--- src/rtl/simple_sequencer_if.sv ---
// Control bundle between the SIMPLE phase sequencer and the surrounding datapath.
// The sequencer uses the master view; the datapath/front panel uses the slave view.
interface simple_sequencer_if;
  logic        exec;
  logic [15:0] ir;
  logic        alu_s;
  logic        alu_z;
  logic        alu_c;
  logic        alu_v;
  logic [4:0]  phase;
  logic        running;
  logic        halted;
  logic [3:0]  alu_opcode;
  logic        flag_s;
  logic        flag_z;
  logic        flag_c;
  logic        flag_v;
  logic        ir_we;
  logic        pc_inc;
  logic        mem_re;
  logic        mem_we;
  logic        reg_we;
  logic        pc_load;

  modport master (
    input  exec, ir, alu_s, alu_z, alu_c, alu_v,
    output phase, running, halted, alu_opcode,
    output flag_s, flag_z, flag_c, flag_v,
    output ir_we, pc_inc, mem_re, mem_we, reg_we, pc_load
  );

  modport slave (
    output exec, ir, alu_s, alu_z, alu_c, alu_v,
    input  phase, running, halted, alu_opcode,
    input  flag_s, flag_z, flag_c, flag_v,
    input  ir_we, pc_inc, mem_re, mem_we, reg_we, pc_load
  );
endinterface

--- src/rtl/simple_sequencer.sv ---
// Five-phase instruction sequencer for the SIMPLE 16-bit CPU: run/stop control,
// instruction decode, S/Z/C/V flag register and branch resolution.
module simple_sequencer (
  input  logic                 clock,
  input  logic                 reset,
  simple_sequencer_if.master   bus
);
  typedef enum logic [2:0] {
    IDLE = 3'd0,
    P1   = 3'd1,
    P2   = 3'd2,
    P3   = 3'd3,
    P4   = 3'd4,
    P5   = 3'd5
  } state_t;

  state_t      state_r;
  state_t      state_s;
  logic        stop_req_r;
  logic        halted_r;
  logic [3:0]  flags_r;      // {s, z, c, v}
  logic [3:0]  opcode_s;
  logic        reg_wr_s;
  logic        flag_upd_s;
  logic        hlt_s;
  logic        ld_s;
  logic        st_s;
  logic        br_take_s;
  logic        cond_s;
  logic        unused_ir_s;

  assign unused_ir_s = ^bus.ir[3:0];

  // Branch condition from the registered flags, never the live ALU outputs.
  always_comb begin
    cond_s = 1'b0;
    case (bus.ir[10:8])
      3'b000:  cond_s = flags_r[2];
      3'b001:  cond_s = flags_r[3] ^ flags_r[0];
      3'b010:  cond_s = flags_r[2] | (flags_r[3] ^ flags_r[0]);
      3'b011:  cond_s = ~flags_r[2];
      default: cond_s = 1'b0;
    endcase
  end

  // Instruction decode: opcode and per-class strobe enables.
  always_comb begin
    opcode_s   = 4'd0;
    reg_wr_s   = 1'b0;
    flag_upd_s = 1'b0;
    hlt_s      = 1'b0;
    ld_s       = 1'b0;
    st_s       = 1'b0;
    br_take_s  = 1'b0;
    case (bus.ir[15:14])
      2'b11: begin
        opcode_s = bus.ir[7:4];
        case (bus.ir[7:4])
          4'd5:               flag_upd_s = 1'b1;
          4'd7, 4'd13, 4'd14: flag_upd_s = 1'b0;
          4'd15:              hlt_s      = 1'b1;
          default: begin
            reg_wr_s   = 1'b1;
            flag_upd_s = 1'b1;
          end
        endcase
      end
      2'b00: begin
        ld_s     = 1'b1;
        reg_wr_s = 1'b1;
      end
      2'b01:   st_s = 1'b1;
      default: begin
        case (bus.ir[13:11])
          3'b000: begin
            opcode_s = 4'd6;
            reg_wr_s = 1'b1;
          end
          3'b100:  br_take_s = 1'b1;
          3'b111:  br_take_s = cond_s;
          default: br_take_s = 1'b0;
        endcase
      end
    endcase
  end

  // Next-state logic; an exec in P5 or a pending stop or HLT ends the run.
  always_comb begin
    state_s = state_r;
    case (state_r)
      IDLE: begin
        if (bus.exec) begin
          state_s = P1;
        end else begin
          state_s = IDLE;
        end
      end
      P1: state_s = P2;
      P2: state_s = P3;
      P3: state_s = P4;
      P4: state_s = P5;
      P5: begin
        if (stop_req_r || bus.exec || hlt_s) begin
          state_s = IDLE;
        end else begin
          state_s = P1;
        end
      end
      default: state_s = IDLE;
    endcase
  end

  // Phase decode and datapath strobes.
  always_comb begin
    bus.phase   = 5'b00000;
    bus.ir_we   = 1'b0;
    bus.pc_inc  = 1'b0;
    bus.mem_re  = 1'b0;
    bus.mem_we  = 1'b0;
    bus.reg_we  = 1'b0;
    bus.pc_load = 1'b0;
    case (state_r)
      P1: begin
        bus.phase  = 5'b00001;
        bus.ir_we  = 1'b1;
        bus.pc_inc = 1'b1;
      end
      P2: bus.phase = 5'b00010;
      P3: bus.phase = 5'b00100;
      P4: begin
        bus.phase  = 5'b01000;
        bus.mem_re = ld_s;
        bus.mem_we = st_s;
      end
      P5: begin
        bus.phase   = 5'b10000;
        bus.reg_we  = reg_wr_s;
        bus.pc_load = br_take_s;
      end
      default: bus.phase = 5'b00000;
    endcase
  end

  assign bus.running    = (state_r != IDLE);
  assign bus.halted     = halted_r;
  assign bus.alu_opcode = opcode_s;
  assign bus.flag_s     = flags_r[3];
  assign bus.flag_z     = flags_r[2];
  assign bus.flag_c     = flags_r[1];
  assign bus.flag_v     = flags_r[0];

  // State register.
  always_ff @(posedge clock) begin
    if (reset) begin
      state_r <= IDLE;
    end else begin
      state_r <= state_s;
    end
  end

  // Stop request and halted status.
  always_ff @(posedge clock) begin
    if (reset) begin
      stop_req_r <= 1'b0;
      halted_r   <= 1'b0;
    end else begin
      if (state_s == IDLE) begin
        stop_req_r <= 1'b0;
      end else if (bus.exec && (state_r != IDLE)) begin
        stop_req_r <= 1'b1;
      end else begin
        stop_req_r <= stop_req_r;
      end
      if ((state_r == IDLE) && bus.exec) begin
        halted_r <= 1'b0;
      end else if ((state_r == P5) && (state_s == IDLE) && hlt_s) begin
        halted_r <= 1'b1;
      end else begin
        halted_r <= halted_r;
      end
    end
  end

  // Flags latch from the ALU on the edge leaving P3.
  always_ff @(posedge clock) begin
    if (reset) begin
      flags_r <= 4'b0000;
    end else if ((state_r == P3) && flag_upd_s) begin
      flags_r <= {bus.alu_s, bus.alu_z, bus.alu_c, bus.alu_v};
    end else begin
      flags_r <= flags_r;
    end
  end
endmodule
--- src/flat_wrapper.sv ---
// flat-port wrapper written by rule: the top's interface ports become plain ports
module simple_sequencer_flat 
  (clock, reset, bus_exec, bus_ir, bus_alu_s, bus_alu_z, bus_alu_c, bus_alu_v, bus_phase, bus_running, bus_halted, bus_alu_opcode, bus_flag_s, bus_flag_z, bus_flag_c, bus_flag_v, bus_ir_we, bus_pc_inc, bus_mem_re, bus_mem_we, bus_reg_we, bus_pc_load);
  simple_sequencer_if bus_i ();
  input  logic clock;
  input  logic reset;
  input wire logic [$bits(bus_i.exec)-1:0] bus_exec;
  input wire logic [$bits(bus_i.ir)-1:0] bus_ir;
  input wire logic [$bits(bus_i.alu_s)-1:0] bus_alu_s;
  input wire logic [$bits(bus_i.alu_z)-1:0] bus_alu_z;
  input wire logic [$bits(bus_i.alu_c)-1:0] bus_alu_c;
  input wire logic [$bits(bus_i.alu_v)-1:0] bus_alu_v;
  output wire logic [$bits(bus_i.phase)-1:0] bus_phase;
  output wire logic [$bits(bus_i.running)-1:0] bus_running;
  output wire logic [$bits(bus_i.halted)-1:0] bus_halted;
  output wire logic [$bits(bus_i.alu_opcode)-1:0] bus_alu_opcode;
  output wire logic [$bits(bus_i.flag_s)-1:0] bus_flag_s;
  output wire logic [$bits(bus_i.flag_z)-1:0] bus_flag_z;
  output wire logic [$bits(bus_i.flag_c)-1:0] bus_flag_c;
  output wire logic [$bits(bus_i.flag_v)-1:0] bus_flag_v;
  output wire logic [$bits(bus_i.ir_we)-1:0] bus_ir_we;
  output wire logic [$bits(bus_i.pc_inc)-1:0] bus_pc_inc;
  output wire logic [$bits(bus_i.mem_re)-1:0] bus_mem_re;
  output wire logic [$bits(bus_i.mem_we)-1:0] bus_mem_we;
  output wire logic [$bits(bus_i.reg_we)-1:0] bus_reg_we;
  output wire logic [$bits(bus_i.pc_load)-1:0] bus_pc_load;
  assign bus_i.exec = bus_exec;
  assign bus_i.ir = bus_ir;
  assign bus_i.alu_s = bus_alu_s;
  assign bus_i.alu_z = bus_alu_z;
  assign bus_i.alu_c = bus_alu_c;
  assign bus_i.alu_v = bus_alu_v;
  assign bus_phase = bus_i.phase;
  assign bus_running = bus_i.running;
  assign bus_halted = bus_i.halted;
  assign bus_alu_opcode = bus_i.alu_opcode;
  assign bus_flag_s = bus_i.flag_s;
  assign bus_flag_z = bus_i.flag_z;
  assign bus_flag_c = bus_i.flag_c;
  assign bus_flag_v = bus_i.flag_v;
  assign bus_ir_we = bus_i.ir_we;
  assign bus_pc_inc = bus_i.pc_inc;
  assign bus_mem_re = bus_i.mem_re;
  assign bus_mem_we = bus_i.mem_we;
  assign bus_reg_we = bus_i.reg_we;
  assign bus_pc_load = bus_i.pc_load;
  simple_sequencer u_core (.clock(clock), .reset(reset), .bus(bus_i));
endmodule
--- config.mk ---
export PLATFORM = sky130hd
export DESIGN_NAME = simple_sequencer_flat
export DESIGN_NICKNAME = d
export VERILOG_FILES = /design/src/rtl/simple_sequencer_if.sv /design/src/rtl/simple_sequencer.sv /design/src/flat_wrapper.sv
export SDC_FILE = /design/constraint.sdc
export NUM_CORES = 1
export LEC_CHECK = 0
export CAP_MARGIN = 20
export CORE_MARGIN = 2
export CORE_UTILIZATION = 30
export CTS_CLUSTER_SIZE = 25
export DETAILED_ROUTE_END_ITERATION = 10
export PLACE_DENSITY = 0.73
export SLEW_MARGIN = 25
export SYNTH_ARGS = -nofsm -noshare
export SYNTH_HDL_FRONTEND = slang
export SYNTH_SLANG_ARGS = --single-unit
export TNS_END_PERCENT = 20
--- constraint.sdc ---
create_clock -name clock -period 2.5 [get_ports clock]
set_clock_uncertainty 0.1 [all_clocks]
set_input_delay 0.5 -clock clock [delete_from_list [all_inputs] [get_ports clock]]
set_output_delay 0.5 -clock clock [all_outputs]
set_load 0.01 [all_outputs]
==> results by group, run 1 <==
Outcome
  • Status: complete, no violations

STA
  • Final Cycle Share: slightly below 100%
  • Pin slew with the least headroom to its limit: 0.337 ns
  • Final setup TNS: 0 ns
  • Fmax: between 400 and 500 MHz
  • Final hold vios: 0
  • Slew Viols, Final: 0
  • Setup Viol. Count Final: 0
  • Min cycle time layout: 2.47 ns
  • RSZ-0062 raised after global routing: yes
  • Max_slew headroom: approximately 77%

Finish
  • Antenna Cells: 0
  • Most common cell after layout, fill and taps aside: clkdlybuf4s50_1
  • Util after Layout: around half
  • Synth-to-Final Area Change: 63.9%
  • Layout fillers: roughly 210
  • Fraction of layout cells with a size suffix above 1: approximately 22%
  • Nets: between 100 and 150
  • Commonest cells after routing, fill and taps aside: clkdlybuf4s50_1 (30), nor2_1 (10), buf_4 (9), dfxtp_1 (9), a21oi_1 (6)

Power
  • Leak: slightly above 0.5 nW
  • Power per Cell Area: around 380 nW/µm²
  • Worst VDD drop: slightly below 300 µV

Global route
  • Antenna violations before repair: 0
  • First-pass GRT wire length: approximately 2800 µm
  • Overflow after GRT: 0
  • Vias in the first global route: approximately 670
  • Largest net degree at the start of global routing: 12
  • GRT Overall Usage: 14.1%

Synth
  • Synth Warn #: 0
  • Number of synthesized register bits: 9
  • Sequential fraction of the synthesis area: 26.8%
  • Cells after Synth: 78
  • Syn Std Cell Area: approximately 670 µm²
  • Synth cell types: 34
  • Synthesized area per cell: 8.63 µm²
  • Syn nets: approximately 100

CTS
  • Root buf cell: clkbuf_4
  • Worst-Skew Late Latency: 0.26 ns
  • CTS tree: yes
  • Maximum clock path buffer count: 2
  • Clk slew on worst S/H paths: approximately 0.06 ns
  • Clk sinks: 9
  • CTS Buf Count: 3
  • Setup Buffers After CTS: 0
  • H-tree level count: 1

Placed design
  • Post-DP HPWL: approximately 1400 µm
  • GPL Wtd Cong: 0.756
  • I/O Buffers: 39

Detailed routing
  • Drt pass-1 iters: 5
  • Initial DRC Count: 14
  • Via/cell ratio: 4.89
  • Drt wl/cell: roughly 12 µm
  • Residual DRC: 0
  • Final WL: 1750 µm
  • Routed Antenna Nets: 0
  • Detailed-route via count: approximately 740

Floorplan
  • Die height: between 50 and 60 µm
  • Rows: 17
  • Core area: ~2200 µm²
  • IO Pins: 44
  • Die ar.: 2640 µm²
  • Starting Density: a little under a third
  • Die Width: a little over 50 µm

Hold path
  • Hold Path End: u_core.flags_r[1]
  • HP Start: u_core.flags_r[1]
  • HP Class: reg -> reg
  • Hold Path Cell Cnt: 2

Setup path
  • Setup crit start kind: primary input
  • R2r endpoint: u_core.state_r[0]
  • Req. time, crit path: approximately 1.9 ns
  • Setup crit end kind: primary output
  • Arr. time, crit path: about 1.9 ns
  • Reg-to-reg startpoint: u_core.state_r[2]
  • Crit Path Category: in -> out
  • Worst-case reg-to-reg path depth: 3
  • CP Max Fanout: 2
  • Internal reg-to-reg setup slack: between 1 and 1.5 ns

Flow run
  • Max-cap viol count: 0
## cells by family (layout without fill, tap and decap cells)
family | count (synthesis) | in the layout | synth area share (%)
flops | 9 | 9 | 26.8
simple gates | 34 | 34 | 30.5
xor+xnor | 3 | 3 | 3.90
mux | 4 | 4 | 5.95
buf+inv | 10 | 55 | 13.4
compound gates | 18 | 18 | 19.5
## report_power, final
group          switching, mW  total, mW  internal, mW
sequential            0.0122      0.163         0.150
clock                 0.0564      0.116        0.0592
combinational         0.0567      0.143        0.0865
## per-layer routing
metal / track usage [%] / wire (µm)
met5: 0 / 0
met4: 3.95 / 9
met3: 5.85 / 133
met2: 25.6 / 926
met1: 14.8 / 682
## how the worst max path moves through the flow
| stage | from | endpoint | slack (ns) | cells after the start |
|---|---|---|---|---|
| 2_1_floorplan | bus_ir[13] | bus_alu_opcode[1] | 0.45 | 3 |
| 3_3_place_gp | bus_ir[13] | bus_alu_opcode[2] | -0.39 | 5 |
| 3_5_place_dp | bus_ir[13] | bus_alu_opcode[2] | -0.46 | 5 |
| 4_1_cts | bus_ir[13] | bus_alu_opcode[2] | -0.09 | 5 |
| 5_1_grt | bus_ir[13] | bus_alu_opcode[2] | -0.03 | 5 |
| 6_report | bus_ir[13] | bus_alu_opcode[1] | 0.03 | 5 |
## cells in the mapped netlist
library cell,instances,area [µm²]
nor2_1,10,37.5
dfxtp_1,9,180
a21oi_1,6,30.0
nand2_1,5,18.8
mux2i_1,4,40.0
clkbuf_8,3,41.3
inv_1,3,11.3
nor3_1,3,15.0
nor3b_1,3,22.5
xnor2_1,3,26.3
a21boi_0,2,15.0
and3b_1,2,17.5
buf_4,2,15.0
buf_6,2,22.5
o211ai_1,2,15.0
a211oi_2,1,12.5
a21o_1,1,7.51
a21oi_2,1,8.76
a31oi_1,1,6.26
and2_2,1,7.51
and2b_2,1,8.76
and3_2,1,7.51
and3_4,1,11.3
and4_4,1,11.3
nand3b_1,1,7.51
nand4_2,1,12.5
nand4b_1,1,8.76
nor4_1,1,6.26
o21a_1,1,7.51
o21ai_0,1,5.00
o31ai_1,1,7.51
o41ai_2,1,16.3
or2_2,1,6.26
or3_1,1,6.26
## through the flow
step / cells / hold slack (ns) / setup WS, ns / instance area (µm²) / power [mW]
6_report: 151 / 0.407 / 0.0273 / 1100 / 0.421
5_1_grt: 151 / 0.447 / -0.0268 / 1100 / 0.446
4_1_cts: 151 / 0.421 / -0.0891 / 1100 / 0.426
3_5_place_dp: 147 / 0.404 / -0.457 / 1090 / 0.311
3_3_place_gp: 147 / 0.378 / -0.390 / 1090 / 0.308
2_1_floorplan: 78 / 0.435 / 0.454 / 673 / 0.244
## critical path, cell delays in order
cell and delay [ns]:
clkdlybuf4s50_1 0.42, or3_1 0.39, or2_2 0.31, a21boi_1 0.12, buf_2 0.14
## state kept, by name, indices dropped and copies added (netlist names)
signal	flops
u_core.stop_req_r	1
u_core.bus.halted	1
u_core.flags_r	4
u_core.state_r	3
## cell type report
| type | instances | area [µm²] | share of cell area (%) |
|---|---|---|---|
| clock buffer | 3 | 22.5 | 2.04 |
| sequential | 9 | 180 | 16.3 |
| multi-input combinational | 59 | 407 | 36.8 |
| timing repair buffer | 48 | 443 | 40.1 |
| inverter | 3 | 11.3 | 1.02 |
| tap | 28 | 35.0 | 3.17 |
| clock inverter | 1 | 5.00 | 0.454 |
## repair_timing
item	CTS	global route
hold buffers	0	0
gates cloned	0	0
hold endpoints to repair	0	0
endpoints found under the setup margin	7	5
gates resized for setup	16	5
No activity file was read; power rests on OpenSTA's default activity.
==> run 2: changes to the inputs <==
--- a/config.mk
+++ b/config.mk
@@ -6,11 +6,13 @@
 export NUM_CORES = 1
 export LEC_CHECK = 0
 export CAP_MARGIN = 20
+export CELL_PAD_IN_SITES_DETAIL_PLACEMENT = 0
+export CELL_PAD_IN_SITES_GLOBAL_PLACEMENT = 1
 export CORE_MARGIN = 2
-export CORE_UTILIZATION = 30
+export CORE_UTILIZATION = 26
 export CTS_CLUSTER_SIZE = 25
 export DETAILED_ROUTE_END_ITERATION = 10
-export PLACE_DENSITY = 0.73
+export PLACE_DENSITY = 0.88
 export SLEW_MARGIN = 25
 export SYNTH_ARGS = -nofsm -noshare
 export SYNTH_HDL_FRONTEND = slang
==> results by group, run 2 (synthesized netlist as in run 1, its figures left out) <==
Outcome
  • Status: complete, no violations

STA
  • Final Cycle Share: between 90% and 100%
  • Slew Viols, Final: 0
  • Pin slew with the least headroom to its limit: roughly 0.35 ns
  • RSZ-0062 raised after global routing: no
  • Worst setup margin: 0.101 ns
  • Fmax: roughly 420 MHz
  • Min cycle time layout: roughly 2.4 ns
  • Setup Viol. Count Final: 0
  • Final hold vios: 0
  • Max_slew headroom: roughly 76%
  • WHS: a little over 0.4 ns

Floorplan
  • Rows: 18
  • Die height: approximately 55 µm
  • IO Pins: 44
  • Die Width: ~55 µm
  • Starting Density: 27.4%
  • Core area: between 2000 and 2500 µm²
  • Die ar.: about 3000 µm²

Global route
  • Antenna violations before repair: 0
  • Largest net degree at the start of global routing: 11
  • Vias in the first global route: between 700 and 800
  • First-pass GRT wire length: ~2800 µm
  • Overflow after GRT: 0
  • GRT Overall Usage: around 13%

Finish
  • Util after Layout: between 40% and 50%
  • Max reg flops: 4
  • Largest registers: u_core.flags_r x4, u_core.state_r x3
  • Fraction of layout cells with a size suffix above 1: 21.6%
  • Commonest cells after routing, fill and taps aside: clkdlybuf4s50_1 (30), buf_4 (11), nor2_1 (10)
  • Final Non-Filler Cells: 155
  • Antenna Cells: 0
  • Nets: approximately 150
  • Most common cell after layout, fill and taps aside: clkdlybuf4s50_1
  • Synth-to-Final Area Change: 67.8%
  • Most flops, register: u_core.flags_r

Setup path
  • Critical path's top delay family: buffers and inverters
  • R2r endpoint: u_core.state_r[0]
  • CP Max Fanout: 4
  • Req. time, crit path: 1.90 ns
  • Most frequent CP cell: clkdlybuf4s50_1
  • Crit Path Category: in -> out
  • Setup crit start kind: primary input
  • Worst setup path startpoint: bus_ir[4]
  • Worst-case reg-to-reg path depth: 4
  • Setup crit end kind: primary output
  • Crit-path max cell delay: between 0.5 and 0.6 ns
  • Worst path cell trace: clkdlybuf4s50_1 > buf_4 > and3_2 > clkdlybuf4s50_1
  • Critical-path top delay cell: clkdlybuf4s50_1
  • Reg-to-reg startpoint: u_core.state_r[0]
  • Internal reg-to-reg setup slack: between 1 and 1.5 ns
  • Arr. time, crit path: between 1.5 and 2 ns
  • Buffers & Inverters on Critical Path: 3

Detailed routing
  • Via/cell ratio: 4.71
  • Routed Antenna Nets: 0
  • Final WL: 1670 µm
  • Residual DRC: 0
  • Initial DRC Count: 13
  • Detailed-route via count: 730
  • Drt pass-1 iters: 4
  • Drt wl/cell: around 11 µm

CTS
  • Clk sinks: 9
  • CTS Hold Bufs: 0
  • Worst-Skew Late Latency: between 0.2 and 0.3 ns
  • Maximum clock path buffer count: 2
  • CTS tree: yes
  • H-tree level count: 1
  • Root buf cell: clkbuf_4
  • CTS Buf Count: 3
  • Setup Buffers After CTS: 0
  • Clk slew on worst S/H paths: about 0.060 ns

Flow run
  • Max-cap viol count: 0

Hold path
  • Hold Path Cell Cnt: 2
  • Hold Path End: u_core.flags_r[1]
  • HP Class: reg -> reg
  • HP Start: u_core.flags_r[1]

Placed design
  • Placed Instances: approximately 150
  • I/O Buffers: 39
  • GPL Wtd Cong: about 0.69
  • Pre-CTS WS: -0.419 ns
  • Post-DP HPWL: 1420 µm

Power
  • Leak: approximately 0.5 nW
  • Worst VDD drop: roughly 250 µV
  • Power per Cell Area: 370 nW/µm²
## run 2: cell count changes in the layout (fill, tap and decap cells not counted)
cell | before | now
dlygate4sd1_1 | 0 | 1
buf_2 | 3 | 2
clkdlybuf4s15_1 | 0 | 1
a21boi_2 | 1 | 0
clkbuf_1 | 0 | 1
a21boi_1 | 1 | 2
dlygate4sd2_1 | 4 | 2
clkinv_2 | 1 | 0
dlymetal6s2s_1 | 2 | 3
or3_1 | 1 | 0
buf_4 | 9 | 11
or3_4 | 0 | 1
## run 2: area by class of cell
class	instances	area (µm²)
Fill cell	245	1330
Timing Repair Buffer	50	467
Multi-Input combinational cell	59	408
Sequential cell	9	180
Tap cell	30	37.5
Clock buffer	4	26.3
Inverter	3	11.3
## run 2: per-layer routing
metal | vias to the layer above | track usage (%) | share of wire, % | wire [µm]
met5 | - | 0 | 0 | 0
met4 | 0 | 4.58 | 0.42 | 7
met3 | 2 | 4.37 | 7.5 | 126
met2 | 28 | 23.2 | 49 | 818
met1 | 325 | 13.3 | 43 | 721
li1 | 375 | - | - | -
## run 2: worst max-delay path by stage
| stage | to | slack, ns | cells after the start |
|---|---|---|---|
| CTS | bus_alu_opcode[1] | -0.005 | 5 |
| global placement | bus_alu_opcode[2] | -0.38 | 5 |
| finish | bus_alu_opcode[0] | 0.10 | 4 |
| global route | bus_pc_load | 0.008 | 6 |
| detailed placement | bus_alu_opcode[1] | -0.42 | 5 |
| floorplan | bus_alu_opcode[1] | 0.45 | 3 |
## run 2: power breakdown
group          internal [mW]  switching, mW
clock network         0.0615         0.0497
registers              0.151         0.0108
logic                 0.0881         0.0578
## run 2: worst min-delay path, delay by kind of cell, from the launching register on
kind             cells  cell delay, ns
multiplexers         1            0.07
flip-flops           1            0.33
AND/OR/NAND/NOR      1            0.08
## run 2: what timing repair did
action                     CTS  global route
resized for setup           12             9
setup endpoints to repair    8             5
hold endpoints to repair     0             0
## run 2: metrics by stage
stage | power (mW) | TNS (ns) | instance area [µm²]
finish | 0.418 | 0 | 1130
CTS | 0.426 | -0.00533 | 1120
global placement | 0.310 | -1.19 | 1100
floorplan | 0.244 | 0 | 673
detailed placement | 0.313 | -1.32 | 1100
global route | 0.445 | 0 | 1130
